**config.mk**
```make
export PLATFORM = sky130hd
export DESIGN_NAME = instr_fetch_unit_flat
export DESIGN_NICKNAME = d
export VERILOG_FILES = /design/src/rtl/instr_fetch_unit_if.sv /design/src/rtl/instr_fetch_unit.sv /design/src/flat_wrapper.sv
export SDC_FILE = /design/constraint.sdc
export NUM_CORES = 1
export LEC_CHECK = 0
export ABC_AREA = 0
export CORE_MARGIN = 2
export CORE_UTILIZATION = 40
export CTS_CLUSTER_SIZE = 40
export DETAILED_ROUTE_END_ITERATION = 10
export MAX_ROUTING_LAYER = met4
export PLACE_DENSITY = 0.79
export SKIP_LAST_GASP = 1
export SLEW_MARGIN = 20
export SYNTH_ARGS = -nofsm -noshare
export SYNTH_HDL_FRONTEND = slang
export SYNTH_SLANG_ARGS = --single-unit
export TNS_END_PERCENT = 10
```
**constraint.sdc**
```tcl
create_clock -name clk -period 2.95 [get_ports clk]
set_clock_uncertainty 0.2 [all_clocks]
set_input_delay 0.59 -clock clk [delete_from_list [all_inputs] [get_ports clk]]
set_output_delay 0.59 -clock clk [all_outputs]
set_load 0.03 [all_outputs]
```
**src/rtl/instr_fetch_unit_if.sv**
```systemverilog
// Bus bundle for the instruction fetch unit: instruction memory read port
// plus the fetch-to-decode valid/ready channel and the redirect inputs.
interface instr_fetch_unit_if;
  // Instruction memory read port
  logic        imem_req;
  logic [31:0] imem_addr;
  logic        imem_rvalid;
  logic [31:0] imem_rdata;

  // Fetch-to-decode channel
  logic        if_valid;
  logic [31:0] if_instr;
  logic [5:0]  if_opcode;
  logic [31:0] if_pc_plus4;
  logic        id_ready;

  // Redirect requests from decode and execute
  logic        jump;
  logic        branch_taken;
  logic [31:0] branch_target;

  // Fetch unit side
  modport master (
    output imem_req, imem_addr, if_valid, if_instr, if_opcode, if_pc_plus4,
    input  imem_rvalid, imem_rdata, id_ready, jump, branch_taken, branch_target
  );

  // Memory / decode / execute side
  modport slave (
    input  imem_req, imem_addr, if_valid, if_instr, if_opcode, if_pc_plus4,
    output imem_rvalid, imem_rdata, id_ready, jump, branch_taken, branch_target
  );
endinterface

```
**src/rtl/instr_fetch_unit.sv**
```systemverilog
// Instruction fetch stage: owns the PC, issues one instruction memory read
// at a time and hands each fetched word (with opcode and PC+4) to decode.
// Jumps and taken branches redirect the PC and discard any fetch in flight.
module instr_fetch_unit #(
  parameter logic [31:0] RESET_PC = 32'h0000_0000
) (
  input  logic               clk,
  input  logic               arst_n,
  instr_fetch_unit_if.master bus
);

  localparam logic [31:0] RESET_PC_ALIGNED = {RESET_PC[31:2], 2'b00};

  typedef enum logic [1:0] {
    S_FETCH,  // free to issue a request
    S_WAIT,   // one request outstanding, data will be kept
    S_FLUSH   // one request outstanding, data will be dropped
  } state_t;

  state_t      state_q;
  logic [31:0] pc_q;
  logic        valid_q;
  logic [31:0] instr_q;
  logic [31:0] pc_plus4_q;

  logic        redirect;
  logic [31:0] target_raw;
  logic [31:0] target;
  logic        handshake;
  logic        req;
  logic [31:0] pc_plus4_d;

  // Redirect decision and next-fetch request; branch has priority over jump.
  // The raw target is masked rather than sliced so the ignored low bits of
  // the branch target still participate in the expression.
  always_comb begin
    redirect   = bus.branch_taken || (bus.jump && valid_q);
    target_raw = bus.branch_taken ? bus.branch_target
                                  : {pc_plus4_q[31:28], instr_q[25:0], 2'b00};
    target     = target_raw & 32'hFFFF_FFFC;
    handshake  = valid_q && bus.id_ready;
    req        = (state_q == S_FETCH) && (!valid_q || bus.id_ready) && !redirect;
    pc_plus4_d = pc_q + 32'd4;
  end

  // Fetch sequencer: PC, state and the single-entry output register.
  always_ff @(posedge clk or negedge arst_n) begin
    if (!arst_n) begin
      state_q    <= S_FETCH;
      pc_q       <= RESET_PC_ALIGNED;
      valid_q    <= 1'b0;
      instr_q    <= '0;
      pc_plus4_q <= '0;
    end else begin
      case (state_q)
        S_FETCH: begin
          if (redirect) begin
            pc_q    <= target;
            valid_q <= 1'b0;
          end else begin
            if (handshake) begin
              valid_q <= 1'b0;
            end
            if (req) begin
              state_q <= S_WAIT;
            end
          end
        end

        S_WAIT: begin
          if (redirect) begin
            // Data returning on this same edge is stale: drop it and go
            // straight back to fetching; otherwise wait it out in FLUSH.
            pc_q    <= target;
            valid_q <= 1'b0;
            state_q <= bus.imem_rvalid ? S_FETCH : S_FLUSH;
          end else if (bus.imem_rvalid) begin
            instr_q    <= bus.imem_rdata;
            pc_plus4_q <= pc_plus4_d;
            pc_q       <= pc_plus4_d;
            valid_q    <= 1'b1;
            state_q    <= S_FETCH;
          end else if (handshake) begin
            valid_q <= 1'b0;
          end
        end

        S_FLUSH: begin
          if (redirect) begin
            pc_q    <= target;
            valid_q <= 1'b0;
          end else if (handshake) begin
            valid_q <= 1'b0;
          end
          if (bus.imem_rvalid) begin
            state_q <= S_FETCH;
          end
        end

        default: begin
          state_q <= S_FETCH;
        end
      endcase
    end
  end

  assign bus.imem_req    = req;
  assign bus.imem_addr   = pc_q;
  assign bus.if_valid    = valid_q;
  assign bus.if_instr    = instr_q;
  assign bus.if_opcode   = instr_q[31:26];
  assign bus.if_pc_plus4 = pc_plus4_q;

endmodule

```
**src/flat_wrapper.sv**
```systemverilog
// flat-port wrapper written by rule: the top's interface ports become plain ports
module instr_fetch_unit_flat 
#(
  parameter logic [31:0] RESET_PC = 32'h0000_0000
)
  (clk, arst_n, bus_imem_req, bus_imem_addr, bus_if_valid, bus_if_instr, bus_if_opcode, bus_if_pc_plus4, bus_imem_rvalid, bus_imem_rdata, bus_id_ready, bus_jump, bus_branch_taken, bus_branch_target);
  instr_fetch_unit_if bus_i ();
  input  logic clk;
  input  logic arst_n;
  output wire logic [$bits(bus_i.imem_req)-1:0] bus_imem_req;
  output wire logic [$bits(bus_i.imem_addr)-1:0] bus_imem_addr;
  output wire logic [$bits(bus_i.if_valid)-1:0] bus_if_valid;
  output wire logic [$bits(bus_i.if_instr)-1:0] bus_if_instr;
  output wire logic [$bits(bus_i.if_opcode)-1:0] bus_if_opcode;
  output wire logic [$bits(bus_i.if_pc_plus4)-1:0] bus_if_pc_plus4;
  input wire logic [$bits(bus_i.imem_rvalid)-1:0] bus_imem_rvalid;
  input wire logic [$bits(bus_i.imem_rdata)-1:0] bus_imem_rdata;
  input wire logic [$bits(bus_i.id_ready)-1:0] bus_id_ready;
  input wire logic [$bits(bus_i.jump)-1:0] bus_jump;
  input wire logic [$bits(bus_i.branch_taken)-1:0] bus_branch_taken;
  input wire logic [$bits(bus_i.branch_target)-1:0] bus_branch_target;
  assign bus_imem_req = bus_i.imem_req;
  assign bus_imem_addr = bus_i.imem_addr;
  assign bus_if_valid = bus_i.if_valid;
  assign bus_if_instr = bus_i.if_instr;
  assign bus_if_opcode = bus_i.if_opcode;
  assign bus_if_pc_plus4 = bus_i.if_pc_plus4;
  assign bus_i.imem_rvalid = bus_imem_rvalid;
  assign bus_i.imem_rdata = bus_imem_rdata;
  assign bus_i.id_ready = bus_id_ready;
  assign bus_i.jump = bus_jump;
  assign bus_i.branch_taken = bus_branch_taken;
  assign bus_i.branch_target = bus_branch_target;
  instr_fetch_unit #(.RESET_PC(RESET_PC)) u_core (.clk(clk), .arst_n(arst_n), .bus(bus_i));
endmodule
```
# ---- Yosys cells after proc, flatten, opt, wreduce, memory -nomap -nowiden
# Cells that the tools add are included.
dict set report totals {
  n_memories 0
  ram_bits 0
  latchBits 0
  ff_bits 99
  rom_bits 0
}
dict set report classes {
  eq_ne 6
  order_cmp 0
  div 0
  reduce_logical 14
  n_addsub 1
  multipliers 0
  bitwise 1
  mux 16
  n_shift 0
}
# operator n
set op_table {}
lappend op_table {{$mux W32} 4}
lappend op_table {{$pmux W32 S2} 1}
lappend op_table {{$add A32 B3 Y32 const B} 1}
lappend op_table {{$mux W2} 5}
lappend op_table {{$pmux W2 S3} 1}
lappend op_table {{$reduce_and A3 Y1} 2}
lappend op_table {{$logic_and A1 B1 Y1} 4}
lappend op_table {{$mux W1} 4}
lappend op_table {{$ne A2 B2 Y1 const B} 2}
lappend op_table {{$ne A3 B2 Y1 const B} 1}
lappend op_table {{$eq A2 B1 Y1 const B} 1}
lappend op_table {{$eq A2 B2 Y1 const B} 1}
lappend op_table {{$logic_not A1 Y1} 2}
lappend op_table {{$logic_not A2 Y1} 1}
lappend op_table {{$logic_or A1 B1 Y1} 2}
lappend op_table {{$ne A2 B1 Y1 const B} 1}
lappend op_table {{$pmux W1 S2} 1}
lappend op_table {{$reduce_and A2 Y1} 1}
lappend op_table {{$reduce_bool A2 Y1} 1}
lappend op_table {{$reduce_or A2 Y1} 1}
lappend op_table {{$not A1 Y1} 1}

# ---- Logic depth before layout (Yosys ltp)
dict set report depth {
  word_depth 7
  depth_mapped 7
  ltp_nobuf 6
}

# ---- Least setup slack after synthesis
# OpenSTA, ideal clock, no wires.
dict set report synth_timing {
  path_kind {reg2reg}
  start {register u_core.pc_q[2] (netlist: u_core.bus.imem_addr[2])}
  end {register u_core.pc_q[18] (netlist: u_core.bus.imem_addr[18])}
  slack_ps 651
  n_path_buf 0
  stages_incl_launch_ff 7
  arrival_time_ps 1975
  path_cell_list {dfrtp_1 > ha_1 > nand3_1 > nor3_4 > nand4_2 > a21o_1 > a211o_1}
}
dict set report synth_between {
  elab_chain_len 4
}
# item line
set synth_lines {}
lappend synth_lines {{start, declared} instr_fetch_unit.sv:21} ;# logic [31:0] pc_q;
lappend synth_lines {{start signal, assigned} instr_fetch_unit.sv:58} ;# pc_q <= target;
lappend synth_lines {{start signal, assigned} instr_fetch_unit.sv:74} ;# pc_q <= target;
lappend synth_lines {{start signal, assigned} instr_fetch_unit.sv:80} ;# pc_q <= pc_plus4_d;
lappend synth_lines {{$add A32 B3 Y32} instr_fetch_unit.sv:43} ;# pc_plus4_d = pc_q + 32'd4;
lappend synth_lines {{$mux W32} instr_fetch_unit.sv:77} ;# end else if (bus.imem_rvalid) begin
lappend synth_lines {{$mux W32} instr_fetch_unit.sv:71} ;# if (redirect) begin
lappend synth_lines {{$pmux W32 S2} instr_fetch_unit.sv:55} ;# case (state_q)
# No other way between the ends. The select of a mux whose other input is x is not followed.
# A chain may end at the register's enable or synchronous reset.

# ---- Worst setup path in the final report
dict set report layout_timing {
  start {input port bus_jump}
  end {output port bus_imem_req}
}
dict set report layout_between {
  elab_chain_len 4
}
# item line
set layout_lines {}
lappend layout_lines {{start, declared} flat_wrapper.sv:19} ;# input wire logic [$bits(bus_i.jump)-1:0] bus_jump;
lappend layout_lines {{$logic_and A1 B1 Y1} instr_fetch_unit.sv:37} ;# redirect = bus.branch_taken || (bus.jump && valid_q);
lappend layout_lines {{$logic_or A1 B1 Y1} instr_fetch_unit.sv:37}
lappend layout_lines {{$logic_not A1 Y1} instr_fetch_unit.sv:42} ;# req = (state_q == S_FETCH) && (!valid_q || bus.id_ready) && !redirect;
lappend layout_lines {{$logic_and A1 B1 Y1} instr_fetch_unit.sv:42}
lappend layout_lines {{end, declared} flat_wrapper.sv:10} ;# output wire logic [$bits(bus_i.imem_req)-1:0] bus_imem_req;
# No other way between the ends.

==> flow_summary.json <==
{
  "cts_max_level": 3,
  "ctsHoldBuffers": 0,
  "synth_cell_types": 47,
  "fp.dieW_microns": 115.0,
  "run_status": "finished, final reports clean",
  "stdcell_area_sq_um": 7084,
  "crit_required_ns": 2.16,
  "yosysWarnings": 0,
  "vias": 4327,
  "cts_buffer_depth": 2,
  "arrival_ns": 1.74,
  "dr.pass1.iters": 4,
  "cts_sinks": 95,
  "startpoint_type": "primary input",
  "core-area_sq_um": 12010,
  "p_int_mw": 3.858,
  "syn_inst": 484,
  "antenna_cells": 0,
  "final.setup.tns_ns": 0,
  "grt_usage_pct": 22.28,
  "holdWs_ns": 0.0006249,
  "die_area_sq_um": 13240,
  "drt_iter0_drc": 288,
  "clockRootBuffer": "clkbuf_16",
  "numPortBuffers": 167,
  "power_density_nw_per_um2": 918.5,
  "fin_crit_sh_pct": 85.91,
  "timing.fmax_mhz": 394.6,
  "antenna_found_initial": 0,
  "cts_tree": "done",
  "worstSkewPairLatency_ns": 0.34,
  "drt-wirelength-per-cell_microns": 17.74,
  "dp.cells": 776,
  "fin_crit_ns": 2.534,
  "power_frac_clock_pct": 19.5,
  "postPlaceCellArea_sq_um": 6760,
  "worst-slew-pin-transition_ns": 0.6068,
  "syn_area_per_cell_sq_um": 10.19,
  "synth-seq-cells": 95,
  "relSlewSlack_pct": 59.55,
  "hp-class": "primary input to asynchronous set/reset pin",
  "seqPwrFrac_pct": 34.1,
  "yosysSeqAreaShare_pct": 48.20,
  "fin_util_pct": 58.98,
  "rsz0062_at_grt": "false",
  "first_global_vias": 4367,
  "setup_viol": 0,
  "swShare_pct": 40.71,
  "switching_power_mw": 2.649,
  "row_count": 40,
  "place_hpwl_microns": 10470,
  "r2r_start": "u_core.bus.imem_addr[2]",
  "fp.dieH_microns": 115.0,
  "crit_fanout": 4,
  "post_route_cells_drive_above_1_share_pct": 12.71,
  "p_leak_nw": 2.936,
  "nNetsFinal": 711,
  "worstSetupEndpointType": "output port",
  "grt.met2_usage_pct": 35.76,
  "cts_setup_buffers": 0,
  "busiest_layer": "met2",
  "areaGrowthSynthToFinish_pct": 43.63,
  "antenna_left": 0,
  "clk_pin_slew_worst_paths_ns": 0.06,
  "wl_microns": 14050,
  "synth_edf_count": 0,
  "ir_drop_uv": 481.4,
  "io_pins": 174,
  "gp_congestion": 0.8462,
  "overflow": 0,
  "pwr-share-comb_pct": 46.3,
  "met1_usage_pct": 29.19,
  "final_cells": 792,
  "total_power_mw": 6.507,
  "hold_viol": 0,
  "startpoint": "bus_jump",
  "use_met3_pct": 3.795,
  "numCtsBuffers": 9,
  "synth-main-ff-cell": "dfrtp_1",
  "drc": 0,
  "via_per_inst": 5.463,
  "layout_setup_ws_ns": 0.4156,
  "dp_slack_ns": 0.2314,
  "max_cap_viol_count": 0,
  "grt_start_max_net_pins": 79,
  "drv_slew": 0,
  "ys_async_sr_fraction_pct": 100.0,
  "cts-resized-gates": 0,
  "path_class": "primary input to output port",
  "syn-cell-area_sq_um": 4932,
  "grt_pass1_wl_microns": 22420,
  "initial_core_util_pct": 41.06
}
[kinds of logic after synthesis]
logic type,share of synthesized area (%)
AND/OR/NAND/NOR,15.47
AO/OA/AOI/OAI,13.75
flip-flops,48.20
multiplexers,12.81
buffers and inverters,4.465
XOR/XNOR,4.972
adder cells (fa/ha/maj),0.2536
other,0.07603
[final timing paths]
kind	endpoint	slack (ns)	cells after the start
max	bus_imem_req	0.42	4
min	u_core.bus.if_pc_plus4[28]	0.0006	1
max reg2reg	u_core.bus.imem_addr[18]	0.48	6
min reg2reg	u_core.bus.if_pc_plus4[4]	0.28	2
max in group asynchronous	u_core.bus.if_valid	1.87	2
min in group clk	u_core.bus.if_pc_plus4[4]	0.28	2
[sequential cells by signal (all words and copies together) (netlist names)]
name                    count
u_core.bus.if_instr        32
u_core.bus.if_pc_plus4     30
u_core.bus.if_valid         1
u_core.bus.imem_addr       30
u_core.state_q              2
[final cells by class]
| class | count | area, sq um |
|---|---|---|
| Clock buffer | 11 | 242.7 |
| Clock inverter | 5 | 81.33 |
| Fill cell | 1040 | 4927 |
| Inverter | 3 | 11.26 |
| Multi-Input combinational cell | 349 | 2364 |
| Sequential cell | 95 | 2377 |
| Tap cell | 147 | 183.9 |
| Timing Repair Buffer | 182 | 1824 |
[synthesized netlist by cell type (2+ instances only)]
| cell type | instances | area share, % |
|---|---|---|
| dfrtp_1 | 95 | 48 |
| nand2_1 | 45 | 3.4 |
| mux2_2 | 41 | 9.4 |
| o21ai_0 | 37 | 3.8 |
| nand3_1 | 30 | 3.0 |
| a21oi_1 | 25 | 2.5 |
| xor2_1 | 20 | 3.6 |
| nor3_1 | 18 | 1.8 |
| mux2i_1 | 17 | 3.4 |
| nor2_1 | 16 | 1.2 |
| clkbuf_1 | 14 | 1.1 |
| buf_2 | 12 | 1.2 |
| buf_4 | 11 | 1.7 |
| o311ai_1 | 9 | 1.6 |
| nand4_1 | 8 | 1.0 |
| xnor2_1 | 8 | 1.4 |
| a22oi_1 | 6 | 0.91 |
| and3_1 | 6 | 0.76 |
| and4_1 | 5 | 0.89 |
| o21ai_1 | 5 | 0.51 |
| a211oi_1 | 4 | 0.61 |
| and2_1 | 4 | 0.51 |
| o22a_1 | 4 | 0.71 |
| o22ai_1 | 4 | 0.51 |
| a21o_1 | 3 | 0.46 |
| a2bb2oi_1 | 3 | 0.53 |
| inv_1 | 3 | 0.23 |
| nor2b_1 | 3 | 0.38 |
| or3_1 | 3 | 0.38 |
| a211o_1 | 2 | 0.36 |
| a22o_1 | 2 | 0.36 |
| a31oi_1 | 2 | 0.25 |
| clkbuf_2 | 2 | 0.20 |
| nand3_2 | 2 | 0.41 |
| nand3b_1 | 2 | 0.30 |
| o311ai_0 | 2 | 0.36 |
[routing by layer]
metal / vias to the layer above / routed length, microns
met4: 0 / 246
li1: 2071 / -
met1: 2062 / 6108
met2: 172 / 6860
met5: - / 0
met3: 22 / 835
[power groups by stage]
stage                     registers (mW)  logic [mW]  clock network, mW
after floorplan                     3.05       0.850                  0
after global placement              2.20        2.97                  0
after detailed placement            2.24        3.03                  0
after CTS                           2.22        3.04               1.29
after global routing                2.30        3.20               1.35
final                               2.22        3.02               1.27
[critical path, stage by stage]
cell and delay (ns):
clkdlybuf4s50_1 0.47, a211oi_1 0.32, and3_1 0.20, buf_4 0.16
[placed cells by master (no fill, tap or decap), drive strengths merged, types with 2 or more instances in the layout]
master,count
nand4,9
nor3,19
inv,3
a22oi,6
bufinv,2
a211oi,4
nand2,45
o22ai,4
o311ai,11
mux2i,17
dfrtp,95
and2,4
clkinv,2
nor2b,3
nor2,17
nand3,32
conb,4
and3,6
a21o,3
or3,3
o21ai,42
o22a,4
clkbuf,11
buf,18
a31oi,2
a2bb2oi,3
nand3b,2
a211o,2
and4,6
xor2,20
a22o,2
xnor2,8
clkdlybuf4s50,164
mux2,41
a21oi,25
Note: power is estimated with default switching activity, not from simulation.
==> RTL edit 1 (same settings) <==
Reset style: synchronous (`arst_n`), changed in one clocked block.
--- a/src/rtl/instr_fetch_unit.sv
+++ b/src/rtl/instr_fetch_unit.sv
@@ -44,7 +44,7 @@
   end
 
   // Fetch sequencer: PC, state and the single-entry output register.
-  always_ff @(posedge clk or negedge arst_n) begin
+  always_ff @(posedge clk) begin
     if (!arst_n) begin
       state_q    <= S_FETCH;
       pc_q       <= RESET_PC_ALIGNED;
Function: differs if arst_n is asserted again (counterexample within 4 cycles, from zero or initial values and one cycle with arst_n low); with arst_n held inactive, the same outputs for 4 cycles.
==> RTL edit 1 against the original RTL <==
- sequential cell count unchanged
- cell area is 1.4% lower
- via count is 20% higher
- area after synthesis decreased by 0.91%
- setup slack got worse by 23 ps
- routed wire length is 12% higher
- largest cell class is now multi-input combinational cells
- highest routed layer unchanged
Power is not compared: it rests on default switching activity, and its combinational part moved more than twofold at a synthesized area within 25%.
==> RTL edit 1: results (changes against the original RTL) <==
| Metric | Value |
|---|---|
| M1 WL | 6880 um (was 6110 um) |
| Global placement routability congestion | 0.941 (was 0.846) |
| NumNets Final | 846 (was 711) |
| Status | completed (unchanged) |
| Post-DP HPWL | 11700 um (was 10500 um) |
| Met2 usage | 38.3% (was 35.8%) |
| M1 GR Usage | 32.0% (was 29.2%) |
| Dominant synthesized flop cell | dfxtp_1 (was dfrtp_1) |
| WP data arrival | 1770 ps (was 1740 ps) |
| Total GRT Usage | 24.7% (was 22.3%) |
| Critical Path Max Stage Delay | 440 ps (was 470 ps) |
| Met3 wire length | 1290 um (was 835 um) |
| Wire length per cell | 17.0 um (was 17.7 um) |
| Unique cell type count in the Yosys netlist | 56 (was 47) |
| Drt first pass iters | 5 (was 4) |
| Placed insts | 911 (was 776) |
| Post-synthesis sequential area ratio | 38.9% (was 48.2%) |
| Synth top area cells | dfxtp_1 (39%), nand2_1 (8.6%), a21oi_1 (8.2%) (was dfrtp_1 (48%), mux2_2 (9.4%), o21ai_0 (3.8%)) |
| Largest net degree at the start of global routing | 68 (was 79) |
| Hold crit path type | reg2reg (was in2async) |
| Met3 Use GR | 5.45% (was 3.80%) |
| Drt initial violations | 377 (was 288) |
| Vias per std cell | 5.60 (was 5.46) |
| Crit-path max FO | 7 (was 4) |
| Met2 WL | 7300 um (was 6860 um) |
| Reg2reg path depth | 5 (was 6) |
| Top cells by count, synth | nand2_1 (112), dfxtp_1 (95), a21oi_1 (80), o21ai_0 (43), clkbuf_1 (38) (was dfrtp_1 (95), nand2_1 (45), mux2_2 (41), o21ai_0 (37), nand3_1 (30)) |
| Worst-Margin Slew | 839 ps (was 607 ps) |
| Final WL | 15700 um (was 14100 um) |
| Ys async rst share | 0% (was 100%) |
| Ratio of cells with drive above 1 in the final layout | 7.96% (was 12.7%) |
| Gate count of the mapped netlist | 629 (was 484) |
| Worst r2r src | u_core.bus.imem_addr[17]$_SDFFE_PN0P_ (was u_core.bus.imem_addr[2]$_DFFE_PN0P_) |
| Vias in the first global route | 5048 (was 4367) |
==> RTL edit 1: cells by family after synthesis <==
| group | count (synthesis) | synth area share, % |
|---|---|---|
| AO/OA/AOI/OAI | 173 | 20.6 |
| flip-flops | 95 | 38.9 |
| XOR/XNOR | 26 | 4.66 |
| other | 1 | 0.0767 |
| AND/OR/NAND/NOR | 236 | 23.0 |
| buffers and inverters | 68 | 6.32 |
| adder cells (fa/ha/maj) | 1 | 0.256 |
| multiplexers | 29 | 6.14 |
==> RTL edit 1: final cells by class <==
class | count | share of cell area [%]
multi-input combinational | 469 | 38.6
clock buffer | 12 | 3.67
tap | 147 | 2.63
sequential | 95 | 27.2
clock inverter | 3 | 0.609
inverter | 5 | 0.269
timing repair buffer | 195 | 27.0
==> RTL edit 1: metrics by stage <==
stage	hold slack (ps)	cell area [um^2]
after CTS	271	6990
final	269	6990
after detailed placement	262	6690
after global routing	297	6990
after global placement	243	6690
after floorplan	384	4900
==> RTL edit 1: final timing paths <==
kind                                                         endpoint  slack (ps)
worst max-delay path                                     bus_imem_req         390
worst min-delay path             u_core.bus.if_instr[10]$_SDFFE_PN0P_         270
worst max register to register  u_core.bus.imem_addr[23]$_SDFFE_PN0P_         440
worst min register to register   u_core.bus.if_instr[10]$_SDFFE_PN0P_         270
==> RTL edit 1: worst min-delay path, delay by kind of cell, from the launching register on <==
family	cells	cell delay, ps
simple gates	1	50
compound gates	1	50
flops	1	320
==> RTL edit 1: report_power, final <==
group / switching (mW) / internal (mW)
Clock: 0.494 / 0.698
Sequential: 0.0702 / 1.33
Combinational: 0.290 / 0.256
Total: 0.855 / 2.28
==> RTL edit 2 (same settings) <==
Without the edit above. Re-encode `state_t` (3 states) as one-hot, 3 bits wide.
--- a/src/rtl/instr_fetch_unit.sv
+++ b/src/rtl/instr_fetch_unit.sv
@@ -11,10 +11,10 @@
 
   localparam logic [31:0] RESET_PC_ALIGNED = {RESET_PC[31:2], 2'b00};
 
-  typedef enum logic [1:0] {
-    S_FETCH,  // free to issue a request
-    S_WAIT,   // one request outstanding, data will be kept
-    S_FLUSH   // one request outstanding, data will be dropped
+  typedef enum logic [2:0] {
+    S_FETCH = 3'b001,  // free to issue a request
+    S_WAIT  = 3'b010,   // one request outstanding, data will be kept
+    S_FLUSH = 3'b100   // one request outstanding, data will be dropped
   } state_t;
 
   state_t      state_q;
Check against the original RTL: no difference found for any inputs over 4 cycles, from zero or initial values and one cycle with arst_n low; so few cycles prove little.
==> RTL edit 2 against the original RTL <==
- cell area up 5.2%
- total power up 38%
- setup slack worse by 240 ps
- sequential cell count up 1
- area after synthesis up 7.9%
- routed wire length up 6.4%
- register-to-register slack worse by 50 ps
- combinational power up 59%
- sequential share of layout area down 1.3 points
==> RTL edit 2: results (changes against the original RTL) <==
| Metric | Value |
|---|---|
| Global placement routability congestion | 0.909 (was 0.846) |
| Non-Clock Inverter Count | 9 (was 3) |
| Post-synthesis sequential area ratio | 45.1% (was 48.2%) |
| Largest net degree at the start of global routing | 55 (was 79) |
| Pre-CTS WS | 177 ps (was 231 ps) |
| Vias | 4544 (was 4327) |
| Vias in the first global route | 4558 (was 4367) |
| Area grow syn2layout | 40.0% (was 43.6%) |
| Combinational power | 4.80 mW (was 3.02 mW) |
| Wire length per cell | 17.9 um (was 17.7 um) |
| Unique cell type count in the Yosys netlist | 60 (was 47) |
| Sequential cell area share | 32.2% (was 33.6%) |
| First-pass GRT wire length | 23900 um (was 22400 um) |
| NumNets Final | 725 (was 711) |
| Placed Area | 7090 um^2 (was 6760 um^2) |
| Worst hold slack | 19.9 ps (was 0.625 ps) |
| Peak supply drop | 718 uV (was 481 uV) |
| Leakage | 3.13 nW (was 2.94 nW) |
| Multi-input logic portion of the cell area | 35.1% (was 33.4%) |
| PD cells | 1200 nW/um^2 (was 918 nW/um^2) |
| Gate count of the mapped netlist | 510 (was 484) |
| #FFs+latches synth | 96 (was 95) |
| Multi-input gates | 358 (was 349) |
| Buffer share of cell area | 24.3% (was 25.8%) |
| Crit-path max FO | 5 (was 4) |
| Seq. pwr | 2.72 mW (was 2.22 mW) |
| Drt initial violations | 281 (was 288) |
| Total GRT Usage | 21.5% (was 22.3%) |
| Fillcell total | 1139 (was 1040) |
| Synth top area cells | dfrtp_1 (45%), mux2_4 (8.5%), o21ai_0 (4.6%) (was dfrtp_1 (48%), mux2_2 (9.4%), o21ai_0 (3.8%)) |
| WP data arrival | 1980 ps (was 1740 ps) |
| Post-DP HPWL | 11100 um (was 10500 um) |
| Top cells by count, synth | dfrtp_1 (95), o21ai_0 (49), nand2_1 (47), mux2_4 (30), a21oi_1 (29) (was dfrtp_1 (95), nand2_1 (45), mux2_2 (41), o21ai_0 (37), nand3_1 (30)) |
| Status | completed (unchanged) |
| Clock-cell share of area | 4.97% (was 4.57%) |
| R2r endpoint | u_core.bus.imem_addr[30]$_DFFE_PN0P_ (was u_core.bus.imem_addr[18]$_DFFE_PN0P_) |
| Drt first pass iters | 5 (was 4) |
==> RTL edit 2: cell count changes after synthesis, moves of 6 or more <==
cell	before	now
nor3_1	18	10
xor2_1	20	9
o311ai_1	9	0
inv_1	3	9
xnor2_1	8	21
mux2i_1	17	10
nand3_1	30	12
mux2_4	0	30
mux2_2	41	8
o21ai_0	37	49
==> RTL edit 2: metal layers <==
layer	vias up	track usage [%]	wire, um
li1	2114	-	-
met1	2227	29.4	6720
met2	183	33.2	7110
met3	20	3.45	848
met4	0	6.84	265
met5	-	-	0
==> RTL edit 2: cell families after synthesis <==
group | count (synthesis) | synth area share [%]
xor gates and xnor gates | 30 | 4.94
and+or+nand+nor | 133 | 15.0
buffers and inverters | 59 | 6.09
muxes | 48 | 12.0
adders and majority gates | 1 | 0.235
DFF | 96 | 45.1
AOI/OAI and AO/OA | 142 | 16.5
other | 1 | 0.0704
